==> config.mk <==
export PLATFORM = sky130hd
export DESIGN_NAME = j2c_rx
export DESIGN_NICKNAME = d
export VERILOG_FILES = /design/src/rtl/j2c_rx.sv
export SDC_FILE = /design/constraint.sdc
export NUM_CORES = 1
export LEC_CHECK = 0
export CAP_MARGIN = 10
export CORE_ASPECT_RATIO = 1.2
export CORE_UTILIZATION = 55
export CTS_CLUSTER_DIAMETER = 120
export DETAILED_ROUTE_END_ITERATION = 12
export MAX_ROUTING_LAYER = met4
export PLACE_DENSITY = 0.77
export SYNTH_ARGS = -nofsm -noshare
export SYNTH_HDL_FRONTEND = slang
export SYNTH_SLANG_ARGS = --single-unit
==> constraint.sdc <==
create_clock -name clk -period 2.15 [get_ports clk]
set_clock_uncertainty 0.2 [all_clocks]
set_input_delay 0.3225 -clock clk [delete_from_list [all_inputs] [get_ports clk]]
set_output_delay 0.3225 -clock clk [all_outputs]
set_load 0.02 [all_outputs]
==> src/rtl/j2c_rx.sv <==
// j2c_rx: receive end of the J2C two-wire serial link.
// Synchronizes sda/scl, decodes START/STOP/bit events and rebuilds each
// MESSAGE_LENGTH-bit frame (MSB first), flagging malformed frames.
// Optional feature: define J2C_RX_PARITY_EN to expect a trailing even-parity bit.
module j2c_rx #(
  parameter int MESSAGE_LENGTH = 8,
  parameter int SYNC_STAGES    = 2
) (
  input  logic                      clk,
  input  logic                      reset,
  input  logic                      sda,
  input  logic                      scl,
  output logic [MESSAGE_LENGTH-1:0] data_out,
  output logic                      data_valid,
  output logic                      busy,
  output logic                      frame_err
);

  localparam int CW = $clog2(MESSAGE_LENGTH + 1);

`ifdef J2C_RX_PARITY_EN
  typedef enum logic [1:0] {S_IDLE, S_DATA, S_PARITY, S_WAIT_STOP} state_t;
`else
  typedef enum logic [1:0] {S_IDLE, S_DATA, S_WAIT_STOP} state_t;
`endif

  logic [SYNC_STAGES-1:0]    sda_sync, scl_sync;
  logic                      sda_s, scl_s, sda_p, scl_p;
  logic                      scl_rise, start_ev, stop_ev;

  state_t                    state, state_d;
  logic [CW-1:0]             cnt, cnt_d;
  logic [MESSAGE_LENGTH-1:0] shreg, shreg_d;
  logic [MESSAGE_LENGTH-1:0] frame_q;
  logic                      load, err, load_q, err_q;
  logic                      par_ok;

`ifdef J2C_RX_PARITY_EN
  logic                      par_q, par_d;
  assign par_ok = ~^{shreg, par_q};
`else
  assign par_ok = 1'b1;
`endif

  assign sda_s = sda_sync[SYNC_STAGES-1];
  assign scl_s = scl_sync[SYNC_STAGES-1];

  // Synchronizer chains plus the previous-value flops; reset to an idle line.
  always_ff @(posedge clk) begin
    if (!reset) begin
      sda_sync <= '1;
      scl_sync <= '1;
      sda_p    <= 1'b1;
      scl_p    <= 1'b1;
    end else begin
      sda_sync <= {sda_sync[SYNC_STAGES-2:0], sda};
      scl_sync <= {scl_sync[SYNC_STAGES-2:0], scl};
      sda_p    <= sda_s;
      scl_p    <= scl_s;
    end
  end

  assign scl_rise = scl_s & ~scl_p;
  assign start_ev = scl_s & sda_p & ~sda_s;
  assign stop_ev  = scl_s & ~sda_p & sda_s;

  // Frame state machine: START/STOP are tested before scl_rise so a bit
  // arriving with a line condition is never shifted.
  always_comb begin
    state_d = state;
    cnt_d   = cnt;
    shreg_d = shreg;
    load    = 1'b0;
    err     = 1'b0;
`ifdef J2C_RX_PARITY_EN
    par_d   = par_q;
`endif
    case (state)
      S_IDLE: begin
        if (start_ev) begin
          state_d = S_DATA;
          cnt_d   = '0;
          shreg_d = '0;
        end
      end
      S_DATA: begin
        if (start_ev) begin
          err     = 1'b1;
          cnt_d   = '0;
          shreg_d = '0;
        end else if (stop_ev) begin
          err     = 1'b1;
          state_d = S_IDLE;
        end else if (scl_rise) begin
          shreg_d = {shreg[MESSAGE_LENGTH-2:0], sda_s};
          cnt_d   = cnt + 1'b1;
          if (cnt == CW'(MESSAGE_LENGTH - 1)) begin
`ifdef J2C_RX_PARITY_EN
            state_d = S_PARITY;
`else
            state_d = S_WAIT_STOP;
`endif
          end
        end
      end
`ifdef J2C_RX_PARITY_EN
      S_PARITY: begin
        if (start_ev) begin
          err     = 1'b1;
          state_d = S_DATA;
          cnt_d   = '0;
          shreg_d = '0;
        end else if (stop_ev) begin
          err     = 1'b1;
          state_d = S_IDLE;
        end else if (scl_rise) begin
          par_d   = sda_s;
          state_d = S_WAIT_STOP;
        end
      end
`endif
      S_WAIT_STOP: begin
        if (start_ev) begin
          err     = 1'b1;
          state_d = S_DATA;
          cnt_d   = '0;
          shreg_d = '0;
        end else if (stop_ev) begin
          load    = par_ok;
          err     = ~par_ok;
          state_d = S_IDLE;
        end else if (scl_rise) begin
          err     = 1'b1;
          state_d = S_IDLE;
        end
      end
      default: state_d = S_IDLE;
    endcase
  end

  // FSM state, bit counter, shift register and the pending result stage.
  always_ff @(posedge clk) begin
    if (!reset) begin
      state   <= S_IDLE;
      cnt     <= '0;
      shreg   <= '0;
      frame_q <= '0;
      load_q  <= 1'b0;
      err_q   <= 1'b0;
`ifdef J2C_RX_PARITY_EN
      par_q   <= 1'b0;
`endif
    end else begin
      state  <= state_d;
      cnt    <= cnt_d;
      shreg  <= shreg_d;
      load_q <= load;
      err_q  <= err;
      if (load) frame_q <= shreg;
`ifdef J2C_RX_PARITY_EN
      par_q  <= par_d;
`endif
    end
  end

  // Output register: data_out only moves together with a data_valid pulse.
  always_ff @(posedge clk) begin
    if (!reset) begin
      data_out   <= '0;
      data_valid <= 1'b0;
      frame_err  <= 1'b0;
    end else begin
      data_valid <= load_q;
      frame_err  <= err_q;
      if (load_q) data_out <= frame_q;
    end
  end

  assign busy = (state != S_IDLE);

endmodule

==> reports/summary.txt <==
Max-Cap Viols: 0
RSZ-0062 raised after global routing: false
crit path max fanout: 5
Num CTS Buffers: 5
sequential-to-total area share from yosys stat: 0.477
Initial Util: 0.591
Chip Width: 52.4 um
initial antenna violation count: 0
routed vias: 1220
crit share post-route: 0.898
CP endpoint kind: primary output
Tmin final: 1.93 ns
Vias/cell: 5.40
Reg-to-Reg Start: sda_sync[1]
R2R cell count: 5
Yosys top cell by area: dfxtp_1
Max Transition Viols Final: 0
post-DP HPWL: 2020 um
Synth area leaders: dfxtp_1, nand2_1, mux2i_1, ha_1, nand3_1
clk root buf: clkbuf_4
Pleak: 0.000661 uW
outcome: complete, no violations
first-pass iteration count of the detailed router: 4
Placeable Area: 2840 um2
num rows: 21
GR Util met2: 0.345
Port Buffers: 14
Detailed Route WL: 2890 um
CTS max path bufs: 2
first-pass GRT wire length: 4950 um
height of the die: 62.5 um
Starting DRT DRC Count: 42
clock-pin slew on the worst setup and hold paths: 0.11 ns
critical setup path kind: flop to primary output
Nets: 201
Worst setup SP type: flop
GRT Total Usage: 0.211
Hold Startpoint: sda_sync[0]
WHS Path Cells: 1
CTS tree: built
H-tree Lvls: 2
worst ir drop on vdd: 0.512 mV
worst-skew pair later-pin latency: 0.35 ns
post-synthesis average cell area: 9.37 um2
R2R Path End: cnt[3]
gp weighted congestion: 0.903
share of the synthesized area in the top cell type: 0.477
Syn. warnings: 0
Routed WL per cell: 12.8 um
layout cells sized above 1: 0.0885
Max transition margin: 0.674
setup_tns: 0 ns
R2R setup slack: 0.23 ns
Layout Utilization: 0.657
Synth Flop Type: dfxtp_1
post-synthesis cell area: 1680 um2
number of inserted diodes: 0
largest net degree at the start of global routing: 25
post-detailed-route count of antenna-violating nets: 0
Req. time, crit path: 1.63 ns
Setup Viol. Count Final: 0
num ports: 15
hold crit path type: flop to flop
grt total ovfl: 0
grt peak-use layer: met2
Least-Margin Pin Slew: 0.489 ns
synthesized instance count: 179
number of flops mapped to enable cells by yosys: 0
post-synthesis cell type count: 37
Synth Register Bits: 40
vias in the first global route: 1158
pwr dens: 811 nW/um2
Final Hold Viols: 0
met3 global-route usage: 0.0657
syn_nets: 188
Synth-to-Final Area Change: 11.2%
die area: 3280 um2
hold worst-path end: sda_sync[1]
FFs w/ async S/R, synth: 0
CP Data Arrival Time: 1.41 ns
Num Clock Sinks: 40
Post-CTS Setup Inserts: 0
DRC Markers: 0
top achievable clock speed: 518 MHz
met1 Usage GRT: 0.213
==> per-layer routing <==
layer,up-vias,share of wire
li1,629,-
met1,556,0.44
met2,25,0.48
met3,10,0.038
met4,0,0.042
met5,-,0
==> power breakdown <==
part / switching, uW / internal (uW) / total (uW)
Combinational: 220 / 150 / 370
Sequential: 29.7 / 766 / 796
Clock: 226 / 120 / 346
==> cell type report <==
type	count	area, um2
multi-input combinational	123	795
tap	34	42.5
sequential	40	802
inverter	5	18.8
clock buffer	6	41.3
clock inverter	1	5.00
fill	245	972
timing repair buffer	17	161
==> cells in the final DEF, fill, tap and decap left out, types with 2 or more instances in the layout <==
| cell type | count |
|---|---|
| dfxtp_1 | 39 |
| nand2_1 | 32 |
| clkdlybuf4s50_1 | 13 |
| nand3_1 | 12 |
| mux2i_1 | 10 |
| nor2b_1 | 9 |
| o21ai_1 | 9 |
| a21boi_0 | 8 |
| nand2b_1 | 6 |
| inv_1 | 5 |
| ha_1 | 5 |
| clkbuf_4 | 5 |
| and2_1 | 4 |
| a21oi_1 | 4 |
| buf_4 | 3 |
| and3_1 | 2 |
| nand4b_1 | 2 |
| o21ai_0 | 2 |
==> state kept, by name (all words and copies together), names as in the netlist <==
signal and cells:
cnt 4, data_out 8, data_valid 1, err_q 1
frame_err 1, frame_q 8, load_q 1, scl_p 1
scl_sync 2, sda_p 1, sda_sync 2, shreg 8
state 2
==> metrics by stage <==
stage	power, uW	cell area (um2)	cells	setup WS (ns)	hold WS, ns
after floorplan	1120	1680	179	0.445	0.186
after global placement	1180	1820	219	0.294	0.197
after detailed placement	1180	1820	219	0.246	0.201
after CTS	1530	1870	226	0.200	0.228
after global routing	1610	1870	226	0.0966	0.244
final	1510	1870	226	0.218	0.227
==> synth_stat cells, types with 5 or more instances <==
cell,number
a21boi_0,8
clkbuf_1,5
dfxtp_1,40
ha_1,5
inv_1,5
mux2i_1,10
nand2_1,32
nand2b_1,6
nand3_1,12
nor2b_1,9
o21ai_1,9
==> how the worst max path moves through the flow <==
stage / start / endpoint / slack, ns / cells past startpoint
after global routing: sda_sync[1] / cnt[3] / 0.1 / 5
after detailed placement: state[0] / shreg[4] / 0.25 / 6
final: state[1] / busy / 0.22 / 4
after global placement: state[0] / busy / 0.29 / 4
after floorplan: state[0] / shreg[1] / 0.45 / 8
after CTS: state[1] / busy / 0.20 / 4
==> cells by family (layout without fill, tap and decap cells) <==
family,after synthesis,after routing,share of synthesized area
flops,40,40,0.477
mux,10,10,0.0597
simple gates,75,75,0.237
fa+ha+maj,5,5,0.0373
compound gates,33,33,0.139
buf+inv,16,29,0.0492
==> repair_timing <==
item	CTS	global route
endpoints found under the hold margin	0	0
hold buffers	0	0
gates resized for setup	2	0
setup endpoints to repair	1	0
==> critical path, cell delays in order (launching register included) <==
cell and delay [ns]:
dfxtp_1 0.41, inv_1 0.08, ha_1 0.19, inv_1 0.05, dlygate4sd2_1 0.32
Note: power is estimated with default switching activity, not from simulation.
